--- src/rtl/svf_pkg.sv ---
// Shared widths, slot timing and FSM encoding for the SVF voice scheduler.
// Optional voice-clear support is enabled with SVF_SCHED_CLEAR_EN.
package svf_pkg;

    localparam int F_W         = 18;
    localparam int Q_W         = 18;
    localparam int IN_W        = 12;
    localparam int OUT_W       = 18;
    localparam int SEL_W       = 3;
    localparam int SLOT_CYCLES = 5;

    typedef enum logic [1:0] {
        IDLE,
        ISSUE,
        RUN,
        DONE
    } state_t;

    typedef struct packed {
        logic [F_W-1:0] f;
        logic [Q_W-1:0] q;
    } vparam_t;

endpackage

--- src/rtl/svf_param_rf.sv ---
// Per-voice f/q register file: one write port, async read.
// A write to the address being read is returned in the same cycle.
module svf_param_rf
    import svf_pkg::*;
#(
    parameter int DEPTH = 8
) (
    input  logic             clk,
    input  logic             reset,
    input  logic             we,
    input  logic [SEL_W-1:0] waddr,
    input  vparam_t          wdata,
    input  logic [SEL_W-1:0] raddr,
    output vparam_t          rdata
);

    vparam_t mem [DEPTH];

    // storage, cleared on reset
    always_ff @(posedge clk or posedge reset) begin
        if (reset) begin
            for (int i = 0; i < DEPTH; i++) begin
                mem[i] <= '0;
            end
        end else if (we) begin
            mem[waddr] <= wdata;
        end
    end

    // write-first read bypass
    always_comb begin
        rdata = mem[raddr];
        if (we && (waddr == raddr)) begin
            rdata = wdata;
        end
    end

endmodule

--- src/rtl/svf_voice_scheduler.sv ---
// Walks all voices through the shared-multiplier SVF each sample tick and mixes them.
// Define SVF_SCHED_CLEAR_EN to add clr_req and drive svf_reset per voice slot.
module svf_voice_scheduler
    import svf_pkg::*;
#(
    parameter int NUM_VOICES = 8,
    parameter int MIX_W      = 21
) (
    input  logic                  clk,
    input  logic                  reset,
    input  logic                  sample_tick,
    input  logic                  cfg_we,
    input  logic [SEL_W-1:0]      cfg_addr,
    input  logic [F_W-1:0]        cfg_f,
    input  logic [Q_W-1:0]        cfg_q,
    output logic [SEL_W-1:0]      in_sel,
    input  logic [IN_W-1:0]       in_sample,
    output logic                  svf_ena,
    output logic [SEL_W-1:0]      svf_sel,
    output logic [F_W-1:0]        svf_f,
    output logic [Q_W-1:0]        svf_q,
    output logic [IN_W-1:0]       svf_in,
    input  logic [OUT_W-1:0]      svf_out,
    output logic [OUT_W-1:0]      voice_out,
    output logic                  voice_valid,
    output logic [SEL_W-1:0]      voice_idx,
    output logic [MIX_W-1:0]      mix_out,
    output logic                  mix_valid,
    output logic                  busy,
    output logic                  overrun,
`ifdef SVF_SCHED_CLEAR_EN
    input  logic [NUM_VOICES-1:0] clr_req,
`endif
    output logic                  svf_reset
);

    localparam int CNT_W = $clog2(SLOT_CYCLES);
    localparam logic [SEL_W-1:0] LAST = SEL_W'(NUM_VOICES - 1);
    localparam logic [CNT_W-1:0] RUN_LAST = CNT_W'(SLOT_CYCLES - 2);

    state_t            state;
    logic [SEL_W-1:0]  voice;
    logic [CNT_W-1:0]  slot_cnt;
    logic [MIX_W-1:0]  acc;
    vparam_t           rd;
    vparam_t           snap;
    vparam_t           wr;
    logic [IN_W-1:0]   snap_in;
    logic              issue;
    logic              slot_end;

    assign wr       = {cfg_f, cfg_q};
    assign issue    = (state == ISSUE);
    assign slot_end = (state == RUN) && (slot_cnt == RUN_LAST);

    svf_param_rf #(
        .DEPTH (8)
    ) u_rf (
        .clk   (clk),
        .reset (reset),
        .we    (cfg_we),
        .waddr (cfg_addr),
        .wdata (wr),
        .raddr (voice),
        .rdata (rd)
    );

    // ISSUE passes the live file/input through; RUN holds the slot snapshot
    assign in_sel  = voice;
    assign svf_sel = voice;
    assign svf_f   = issue ? rd.f : snap.f;
    assign svf_q   = issue ? rd.q : snap.q;
    assign svf_in  = issue ? in_sample : snap_in;

    // scheduling FSM, capture and mix accumulation
    always_ff @(posedge clk or posedge reset) begin
        if (reset) begin
            state       <= IDLE;
            voice       <= '0;
            slot_cnt    <= '0;
            acc         <= '0;
            snap        <= '0;
            snap_in     <= '0;
            svf_ena     <= 1'b0;
            voice_out   <= '0;
            voice_valid <= 1'b0;
            voice_idx   <= '0;
            mix_out     <= '0;
            mix_valid   <= 1'b0;
            busy        <= 1'b0;
            overrun     <= 1'b0;
        end else begin
            svf_ena     <= 1'b0;
            voice_valid <= 1'b0;
            mix_valid   <= 1'b0;
            if (sample_tick && (state != IDLE)) begin
                overrun <= 1'b1;
            end
            unique case (state)
                IDLE: begin
                    if (sample_tick) begin
                        state   <= ISSUE;
                        voice   <= '0;
                        acc     <= '0;
                        svf_ena <= 1'b1;
                        busy    <= 1'b1;
                    end
                end
                ISSUE: begin
                    snap     <= rd;
                    snap_in  <= in_sample;
                    slot_cnt <= '0;
                    state    <= RUN;
                end
                RUN: begin
                    slot_cnt <= slot_cnt + 1'b1;
                    if (slot_cnt == RUN_LAST) begin
                        voice_out   <= svf_out;
                        voice_idx   <= voice;
                        voice_valid <= 1'b1;
                        acc <= acc + {{(MIX_W-OUT_W){svf_out[OUT_W-1]}}, svf_out};
                        if (voice == LAST) begin
                            state <= DONE;
                        end else begin
                            voice   <= voice + 1'b1;
                            svf_ena <= 1'b1;
                            state   <= ISSUE;
                        end
                    end
                end
                DONE: begin
                    mix_out   <= acc;
                    mix_valid <= 1'b1;
                    busy      <= 1'b0;
                    voice     <= '0;
                    state     <= IDLE;
                end
                default: state <= IDLE;
            endcase
        end
    end

`ifdef SVF_SCHED_CLEAR_EN
    logic [NUM_VOICES-1:0] clr_pend;
    logic [NUM_VOICES-1:0] take;
    logic [SEL_W-1:0]      nxt_voice;
    logic                  slot_start;

    // which voice slot starts next cycle and which clear bit it consumes
    always_comb begin
        slot_start = ((state == IDLE) && sample_tick) ||
                     (slot_end && (voice != LAST));
        nxt_voice  = (state == IDLE) ? '0 : voice + 1'b1;
        take       = '0;
        if (slot_start) begin
            take = NUM_VOICES'(1) << nxt_voice;
        end
    end

    // pending clears; requests landing inside a slot wait for the next round
    always_ff @(posedge clk or posedge reset) begin
        if (reset) begin
            clr_pend  <= '0;
            svf_reset <= 1'b0;
        end else begin
            clr_pend <= (clr_pend | clr_req) & ~take;
            if (slot_start) begin
                svf_reset <= |((clr_pend | clr_req) & take);
            end else if (slot_end) begin
                svf_reset <= 1'b0;
            end
        end
    end
`else
    assign svf_reset = 1'b0;
`endif

endmodule

--- config.mk ---
export PLATFORM = sky130hd
export DESIGN_NAME = svf_voice_scheduler
export DESIGN_NICKNAME = d
export VERILOG_FILES = /design/src/rtl/svf_pkg.sv /design/src/rtl/svf_param_rf.sv /design/src/rtl/svf_voice_scheduler.sv
export SDC_FILE = /design/constraint.sdc
export NUM_CORES = 1
export LEC_CHECK = 0
export ABC_AREA = 1
export BUFFER_PORTS_ARGS = -buffer_cell sky130_fd_sc_hd__buf_2
export CORE_ASPECT_RATIO = 0.75
export CORE_MARGIN = 2
export CORE_UTILIZATION = 50
export CTS_CLUSTER_SIZE = 12
export DETAILED_ROUTE_END_ITERATION = 10
export MAX_ROUTING_LAYER = met4
export PLACE_DENSITY = 0.69
export REMOVE_ABC_BUFFERS = 1
export SLEW_MARGIN = 20
export SYNTH_ARGS = -nofsm -noshare
export SYNTH_HDL_FRONTEND = slang
export SYNTH_HIERARCHICAL = 1
export SYNTH_SLANG_ARGS = --single-unit
--- constraint.sdc ---
create_clock -name clk -period 19 [get_ports clk]
set_clock_uncertainty 0.1 [all_clocks]
set_input_delay 2.85 -clock clk [delete_from_list [all_inputs] [get_ports clk]]
set_output_delay 2.85 -clock clk [all_outputs]
set_load 0.01 [all_outputs]
==> results.txt, run 1 <==
Layout Cells excl Fill: 3,340
PortBufs: 173
Cell Pwr Density: 126 nW/µm²
DR DRC count: 0
Post-synth EDFFs: 0
vias per cell: 5.17
DR pass1 iterations: 6
Bufs and invs on worst path: 3
DP HPWL: 31,300 µm
WL per Instance: 15.8 µm
outcome: completed
Area Growth Syn to Fin: 12.1%
worst hold path class: flop to flop
CP max-delay cell: inv_4
clock root cell: clkbuf_16
gr usage total: 0.265
Main synth FF type: dfrtp_1
r2r worst-path depth: 9
M3 GR Usage: 0.0445
maxcap violations: 0
top post-synthesis cells by area: dfrtp_1, nand2_1, o21ai_0
CTS clk-pin slew, worst paths: 60 ps
post-synth top area share: 0.511
worst path arrival time: 4930 ps
Initial Util: 0.508
fin crit share: 0.415
pin count of the biggest net entering global routing: 89
Final Hold Fails: 0
CP max FO: 37
final instance area: 22,600 µm²
worst rel slew slack: 0.301
CTS HTree Levels: 2
Levels on crit path: 11
Cells after Synth: 2,692
top post-synthesis cells by count: nand2_1, dfrtp_1, inv_1
layout cells sized above 1: 0.109
initial antenna violation count: 1
register bit total from synthesis: 412
CP max stage delay: 560 ps
CP most frequent cell: nand2_1
r2r setup slk: 15,970 ps
row cnt: 63
Startpoint Class: primary input
CTS Buffer Depth: 3
Resize count post-CTS: 0
Final Setup Violations: 0
Yosys warning count: 6
CTS tree: yes
unrepaired setup endpoints after global routing: false
Worst setup startpoint: cfg_addr[0]
setup ws final: 11,120 ps
clock buffer count from CTS: 44
die span in y: 178 µm
LEAKAGE: 0.0124 µW
hold buffer count at CTS: 0
Syn Area/Cell: 7.49 µm²
gr ovfl total: 0
met1 Usage GRT: 0.375
nature of the critical path endpoint: output port
Synth cell types: 36
Final nets: 2,895
drt total wl: 52,700 µm
count leader, synth: nand2_1
initial drt markers: 1,858
# fillers: 3,633
insertion delay of the later-clocked pin in the worst-skew pair: 540 ps
Max VDD drop: 0.0000596 V
Top Ports: 175
Cell Chain, Critical Path: buf_2, nor2_2, nand2_1, nand2_1, nand2_4, inv_4, nand2_1, nand2_1, nand2_1, nand2_1, buf_2
Die Span X: 236 µm
GR Util met2: 0.403
CTS Sinks: 412
full die area: 42,000 µm²
Post-Place Setup Slack: 11,120 ps
total core area: 39,600 µm²
DR vias: 17.3k
Hold Worst Slack: 360 ps
Worst Hold Path Cells: 2
Hold Path End: snap[33]$_DFFE_PP0P_
Final min period: 7880 ps
worst r2r src: in_sel[0]$_DFFE_PP0P_
WP data required: 16,050 ps
final setup TNS: 0 ps
RD Place Congestion: 1.00
Post CTS Setup Buffer Count: 0
fraction of synthesis flops using an asynchronous set or reset pin: 1.00
fmax: 0.127 GHz
critical setup path kind: primary input to output port
Yosys top cell by area: dfrtp_1
first-pass GRT wire length: 86,800 µm
placed instance area: 21,200 µm²
Inst Count DP: 3,266
CP top delay family: simple AND/OR/NAND/NOR gates
DRT antenna net count: 0
worst hold start: snap[33]$_DFFE_PP0P_
register area share after synthesis: 0.511
Worst Tran Pin Value: 1050 ps
Post-Syn Area: 20,200 µm²
Slew Viols, Final: 0
reg-to-reg endpoint: snap[11]$_DFFE_PP0P_
gr busiest metal: met2
number of global-route vias before repair: 16.3k
-- layer usage --
| layer | part of all wire | wire length (µm) | vias to the layer above |
|---|---|---|---|
| met2 | 0.45 | 23700 | 564 |
| met5 | 0 | 0 | - |
| met3 | 0.071 | 3750 | 62 |
| li1 | - | - | 8523 |
| met4 | 0.014 | 724 | 0 |
| met1 | 0.46 | 24500 | 8135 |
-- through the flow --
stage                util  power (µW)
finish              0.570        2840
global route        0.570        3050
CTS                 0.569        2870
detailed placement  0.535        2040
global placement    0.535        2010
floorplan               -        1740
-- layout by cell type, fill, tap and decap left out, drive strengths merged --
| cell | Yosys | final |
|---|---|---|
| nand2 | 1150 | 1150 |
| dfrtp | 412 | 412 |
| inv | 324 | 323 |
| o21ai | 311 | 311 |
| nand3 | 248 | 248 |
| buf | 65 | 195 |
| clkbuf | 75 | 64 |
| nor2 | 34 | 34 |
| ha | 28 | 28 |
| a21oi | 21 | 21 |
| clkinv | 0 | 6 |
| nand3b | 4 | 4 |
| nor3 | 4 | 4 |
| o21bai | 3 | 3 |
| o22ai | 2 | 2 |
| xor2 | 2 | 2 |
| o31ai | 2 | 2 |
| nand4 | 2 | 2 |
| clkinvlp | 0 | 2 |
| diode | 0 | 1 |
| a22o | 1 | 1 |
| and2 | 1 | 1 |
| xnor2 | 1 | 1 |
| fa | 1 | 1 |
| conb | 1 | 1 |
| bufinv | 0 | 1 |
-- tightest hold or removal path: stages, from the launching register on --
cell	delay (ps)
dfrtp_1	320
nand2_1	50
nand2_1	60
-- kinds of logic after synthesis --
family | after synthesis | share of synthesized area
simple gates | 1443 | 0.290
buf+inv | 464 | 0.0931
flops | 412 | 0.511
compound gates | 340 | 0.0861
fa+ha+maj | 29 | 0.0184
xor+xnor | 3 | 0.00130
other cells | 1 | 0.000186
-- final cells by class --
class                           instances  area, µm²  area share
Tap cell                              520        651      0.0288
Antenna cell                            1       2.50    0.000111
Multi-Input combinational cell       1816       8000       0.354
Clock inverter                          8       70.1     0.00310
Timing Repair Buffer                  195       1040      0.0461
Sequential cell                       412      10300       0.456
Inverter                              324       1240      0.0548
Clock buffer                           64       1280      0.0565
-- how the worst max path moves through the flow --
stage | end | slack [ps]
global route | svf_f[16] | 10910
CTS | svf_f[0] | 11130
global placement | svf_f[17] | 11200
finish | svf_q[16] | 11120
detailed placement | svf_f[0] | 11120
floorplan | u_rf/mem[0]$_DFFE_PP0P_ | 8100
-- registers in the layout (all words and copies together) (netlist names) --
signal / cells
in_sel: 3
voice_valid: 1
snap: 36
voice_out: 18
voice_idx: 3
slot_cnt: 3
mix_out: 21
acc: 21
snap_in: 12
busy: 1
svf_ena: 1
mix_valid: 1
u_rf/mem: 288
overrun: 1
state: 2
-- power by group --
group	switching [µW]	leakage (µW)	internal, µW
clock network	342	0.000659	476
registers	90.5	0.00520	1080
logic	568	0.00652	285
total	1000	0.0124	1840
No activity file was read; power rests on OpenSTA's default activity.
==> run 2: changes to the inputs <==
- clock period: 19 -> 8 ns (I/O delays scaled with it)
==> run 2 against run 1 <==
Sequential power increased by 140%. Count of clock-buffer cells in the layout decreased by 1. Flip-flop and latch count unchanged. Global-route usage decreased by 0.28 points. Die area unchanged. Register-to-register slack got worse by 11000 ps. Largest cell class unchanged. Via count decreased by 0.39%. First-iteration DRC count decreased by 7.8%.
==> results.txt, run 2 (synthesis gave the netlist of run 1 again) <==
GR Util met2: 0.400
nature of the critical path endpoint: output port
commonest cells after routing, fill and taps aside: nand2_1, dfrtp_1, inv_1
Post CTS Setup Buffer Count: 0
WP data required: 6700 ps
Worst Hold Path Cells: 2
hold buffer count at CTS: 0
DR vias: 17.2k
DR pass1 iterations: 6
max reg flops: 288
Worst Tran Pin Value: 1070 ps
worst path arrival time: 3730 ps
final setup TNS: 0 ps
number of global-route vias before repair: 16.1k
Overall Power: 6660 µW
Final Setup Violations: 0
layout cells sized above 1: 0.104
maxcap violations: 0
row cnt: 63
full die area: 42,000 µm²
Cell Pwr Density: 296 nW/µm²
Bufs and invs on worst path: 3
footprint of the multi-input gates: 8010 µm²
internal power: 4300 µW
worst hold path class: flop to flop
critical setup path kind: flop to output port
CP max stage delay: 900 ps
worst r2r src: in_sel[0]$_DFFE_PP0P_
fmax: 0.199 GHz
Area Growth Syn to Fin: 11.5%
CTS HTree Levels: 2
DP HPWL: 30,800 µm
CTS clk-pin slew, worst paths: 60 ps
DR DRC count: 0
gr ovfl total: 0
first-pass GRT wire length: 85,800 µm
unrepaired setup endpoints after global routing: false
Top Ports: 175
CTS Buffer Depth: 3
drt total wl: 52,700 µm
CTS Sinks: 412
gr usage total: 0.262
Post-Place Setup Slack: 3310 ps
worst hold start: snap[34]$_DFFE_PP0P_
Final min period: 5030 ps
pin count of the biggest net entering global routing: 155
Final Util: 0.567
worst rel slew slack: 0.284
setup ws final: 2970 ps
Layout Cells excl Fill: 3,328
PortBufs: 173
DRT antenna net count: 0
CP max-delay cell: buf_4
gr busiest metal: met2
FF+latch area: 10,300 µm²
Hold Path End: snap[34]$_DFFE_PP0P_
sequential power share: 0.419
commonest non-fill, non-tap cell in the layout: nand2_1
Slew Viols, Final: 0
Net Sw Frac: 0.354
clock root cell: clkbuf_16
clock buffer count from CTS: 42
r2r setup slk: 4780 ps
outcome: completed
# fillers: 3,667
initial antenna violation count: 1
r2r worst-path depth: 10
total core area: 39,600 µm²
Initial Util: 0.508
CP most frequent cell: nand2_1
Reg with most FFs: u_rf/mem
met1 Usage GRT: 0.371
Die Span X: 236 µm
WL per Instance: 15.8 µm
die span in y: 178 µm
Resize count post-CTS: 0
Inst Count DP: 3,261
vias per cell: 5.17
Cell Chain, Critical Path: inv_4, buf_4, nand2_1, nand2_1, nand2_1, nand3_1, nand3_1, nand2_1, nand2_1, nand2_1, buf_2
Largest regs: u_rf/mem x288, snap x36
CTS tree: yes
Final nets: 2,887
CP max FO: 88
Psw: 2360 µW
initial drt markers: 1,713
RD Place Congestion: 0.944
Startpoint Class: flop
Final Hold Fails: 0
insertion delay of the later-clocked pin in the worst-skew pair: 550 ps
M3 GR Usage: 0.0352
Max VDD drop: 0.000166 V
Clock Power Share: 0.280
LEAKAGE: 0.0123 µW
reg-to-reg endpoint: snap[11]$_DFFE_PP0P_
Combinational Power Share: 0.301
fin crit share: 0.629
CP top delay family: buffers and inverters
run 2: cell count changes in the layout (fill, tap and decap cells not counted), sizes merged:
cell,previous run,this run
clkbuf,64,63
clkinv,6,2
clkinvlp,2,0
inv,323,324
buf,195,189
run 2: metal layers:
layer / up-vias / wire, µm / part of all wire
li1: 8520 / - / -
met4: 0 / 1020 / 0.019
met1: 8090 / 24900 / 0.47
met3: 89 / 3310 / 0.063
met2: 518 / 23400 / 0.44
met5: - / 0 / 0
run 2: metrics by stage:
step / cell area [µm²] / hold slack [ps]
floorplan: 19500 / 347
global placement: 21200 / 346
detailed placement: 21200 / 352
CTS: 22500 / 367
global route: 22500 / 383
finish: 22500 / 362
run 2: worst register-to-register path: stages (launching register included):
cell     delay (ps)
dfrtp_4         700
inv_4           580
buf_4           920
nand2_1         180
nand2_1          90
nand2_1          50
nand3_1          90
nand3_1         170
nand2_1         120
nand2_1          50
nand2_1         110
run 2: worst max-delay path by stage:
stage / from / to / slack (ps) / depth (start not counted)
after floorplan: reset / u_rf/mem[0]$_DFFE_PP0P_ / -1250 / 1
after global placement: cfg_addr[0] / svf_f[6] / 3420 / 11
after detailed placement: cfg_addr[0] / svf_f[6] / 3310 / 11
after CTS: in_sel[0]$_DFFE_PP0P_ / svf_q[0] / 2990 / 11
after global routing: in_sel[0]$_DFFE_PP0P_ / svf_f[8] / 2710 / 11
final: in_sel[0]$_DFFE_PP0P_ / svf_q[11] / 2970 / 11
run 2: final cells by class:
cell class,instances,area share
flip-flops and latches,412,0.459
multi-input cells,1816,0.357
inverters,324,0.0551
clock buffers,63,0.0539
repair buffers,189,0.0444
well taps,520,0.0289
clock inverters,3,0.00195
diodes,1,0.000111
run 2: power groups by stage:
| stage | logic, µW | registers (µW) | clock network, µW |
|---|---|---|---|
| 4_1_cts | 2020 | 2790 | 1910 |
| 3_5_place_dp | 2010 | 2820 | 0 |
| 2_1_floorplan | 1280 | 2850 | 0 |
| 3_3_place_gp | 1960 | 2800 | 0 |
| 5_1_grt | 2300 | 2850 | 1990 |
| 6_report | 2000 | 2790 | 1860 |
==> run 3: changes to the inputs <==
- clock period: 8 -> 4.7 ns (I/O delays scaled with it)
==> run 3 against run 2 <==
Wire length rose by 0.78%. Final cell count rose by 0.15%. Register-to-register slack got worse by 3200 ps. Design area rose by 0.17%. First-iteration DRC count fell by 6.3%. Non-clock buffer count rose by 2. Count of clock-buffer cells in the layout rose by 4. Global-route usage rose by 0.18 points. Critical endpoint unchanged. Largest cell class unchanged. Highest routed layer unchanged.
==> results.txt, run 3 (synthesis gave the netlist of run 1 again) <==
outcome: completed
Final Setup Violations: 0
total core area: 39,600 µm²
unrepaired setup endpoints after global routing: false
Slew Viols, Final: 0
layout cells sized above 1: 0.105
CP max stage delay: 780 ps
initial antenna violation count: 3
worst rel slew slack: 0.295
Cell Pwr Density: 504 nW/µm²
r2r setup slk: 1540 ps
nature of the critical path endpoint: output port
pin count of the biggest net entering global routing: 139
Startpoint Class: flop
Final Hold Fails: 0
CTS HTree Levels: 2
Overall Power: 11,400 µW
Post CTS Setup Buffer Count: 0
DP HPWL: 31,200 µm
CP max FO: 72
CTS clk-pin slew, worst paths: 60 ps
Clock Power Share: 0.279
Reg with most FFs: u_rf/mem
Combinational Power Share: 0.303
sequential power share: 0.418
RD Place Congestion: 0.956
first-pass GRT wire length: 86,200 µm
CTS Buffer Depth: 3
Final nets: 2,889
critical setup path kind: flop to output port
vias per cell: 5.21
insertion delay of the later-clocked pin in the worst-skew pair: 540 ps
Top Ports: 175
max reg flops: 288
met1 Usage GRT: 0.368
Resize count post-CTS: 0
fmax: 0.263 GHz
Psw: 4030 µW
Final min period: 3800 ps
PortBufs: 173
GR Util met2: 0.412
drt total wl: 53,100 µm
gr ovfl total: 0
worst hold path class: primary input to flop
M3 GR Usage: 0.0361
DRT antenna net count: 0
commonest cells after routing, fill and taps aside: nand2_1, dfrtp_1, inv_1
worst path arrival time: 2990 ps
Initial Util: 0.508
initial drt markers: 1,605
CTS Sinks: 412
row cnt: 63
DR vias: 17.4k
Area Growth Syn to Fin: 11.7%
Max VDD drop: 0.000251 V
Die Span X: 236 µm
WP data required: 3890 ps
DR DRC count: 0
gr busiest metal: met2
CP max-delay cell: buf_4
Net Sw Frac: 0.355
CTS tree: yes
fin crit share: 0.808
WL per Instance: 15.9 µm
Worst Tran Pin Value: 1060 ps
full die area: 42,000 µm²
clock root cell: clkbuf_16
clock buffer count from CTS: 42
hold buffer count at CTS: 0
die span in y: 178 µm
number of global-route vias before repair: 16.3k
LEAKAGE: 0.0123 µW
Largest regs: u_rf/mem x288, snap x36
Hold Worst Slack: 294 ps
commonest non-fill, non-tap cell in the layout: nand2_1
internal power: 7320 µW
DR pass1 iterations: 5
gr usage total: 0.264
maxcap violations: 0
Cell Chain, Critical Path: inv_2, buf_4, nand3_1, nand3_1, nand3_1, nand2_1, nand2_1, nand2_1, buf_2
==> run 3: routing by layer <==
layer	part of all wire	wire length, µm
met4	0.016	874
met5	0	0
met2	0.45	24100
met3	0.060	3170
met1	0.47	24900
==> run 3: stage by stage <==
step / setup TNS, ps / area, µm² / std cells / setup WS, ps / utilization
after floorplan: -1259590 / 19500 / 2552 / -4050 / -
after global placement: 0 / 21200 / 3263 / 1350 / 0.536
after detailed placement: 0 / 21200 / 3263 / 1310 / 0.536
after CTS: 0 / 22500 / 3331 / 912 / 0.568
after global routing: 0 / 22500 / 3333 / 716 / 0.568
final: 0 / 22500 / 3333 / 902 / 0.568
==> run 3: power groups by stage <==
| stage | combinational [µW] | clock [µW] | sequential [µW] |
|---|---|---|---|
| after floorplan | 2180 | 0 | 4850 |
| after global placement | 3360 | 0 | 4760 |
| after detailed placement | 3440 | 0 | 4790 |
| after CTS | 3460 | 3240 | 4740 |
| after global routing | 3950 | 3390 | 4840 |
| final | 3440 | 3170 | 4740 |
==> run 3: critical path, delay by kind of cell (launching register included) <==
family	cells	cell delay (ps)
buffers and inverters	3	1030
DFF	1	610
and+or+nand+nor	6	790
==> run 3: worst paths after layout <==
| check | cells after the start | from | to |
|---|---|---|---|
| min | 3 | svf_out[11] | voice_out[11]$_DFFE_PP0P_ |
| max reg2reg | 7 | in_sel[1]$_DFFE_PP0P_ | in_sel[0]$_DFFE_PP0P_ |
| min in group asynchronous | 2 | reset | u_rf/mem[251]$_DFFE_PP0P_ |
| min reg2reg | 2 | snap[25]$_DFFE_PP0P_ | snap[25]$_DFFE_PP0P_ |
| max | 9 | in_sel[1]$_DFFE_PP0P_ | svf_q[11] |
| max in group asynchronous | 3 | reset | u_rf/mem[278]$_DFFE_PP0P_ |
==> run 3: final cells by class <==
type                            instances  area, µm²
Inverter                              324       1240
Clock buffer                           67       1260
Fill cell                            3658      17100
Tap cell                              520        651
Multi-Input combinational cell       1816       8010
Clock inverter                          1       8.76
Antenna cell                            2       5.00
Timing Repair Buffer                  191       1030
Sequential cell                       412      10300
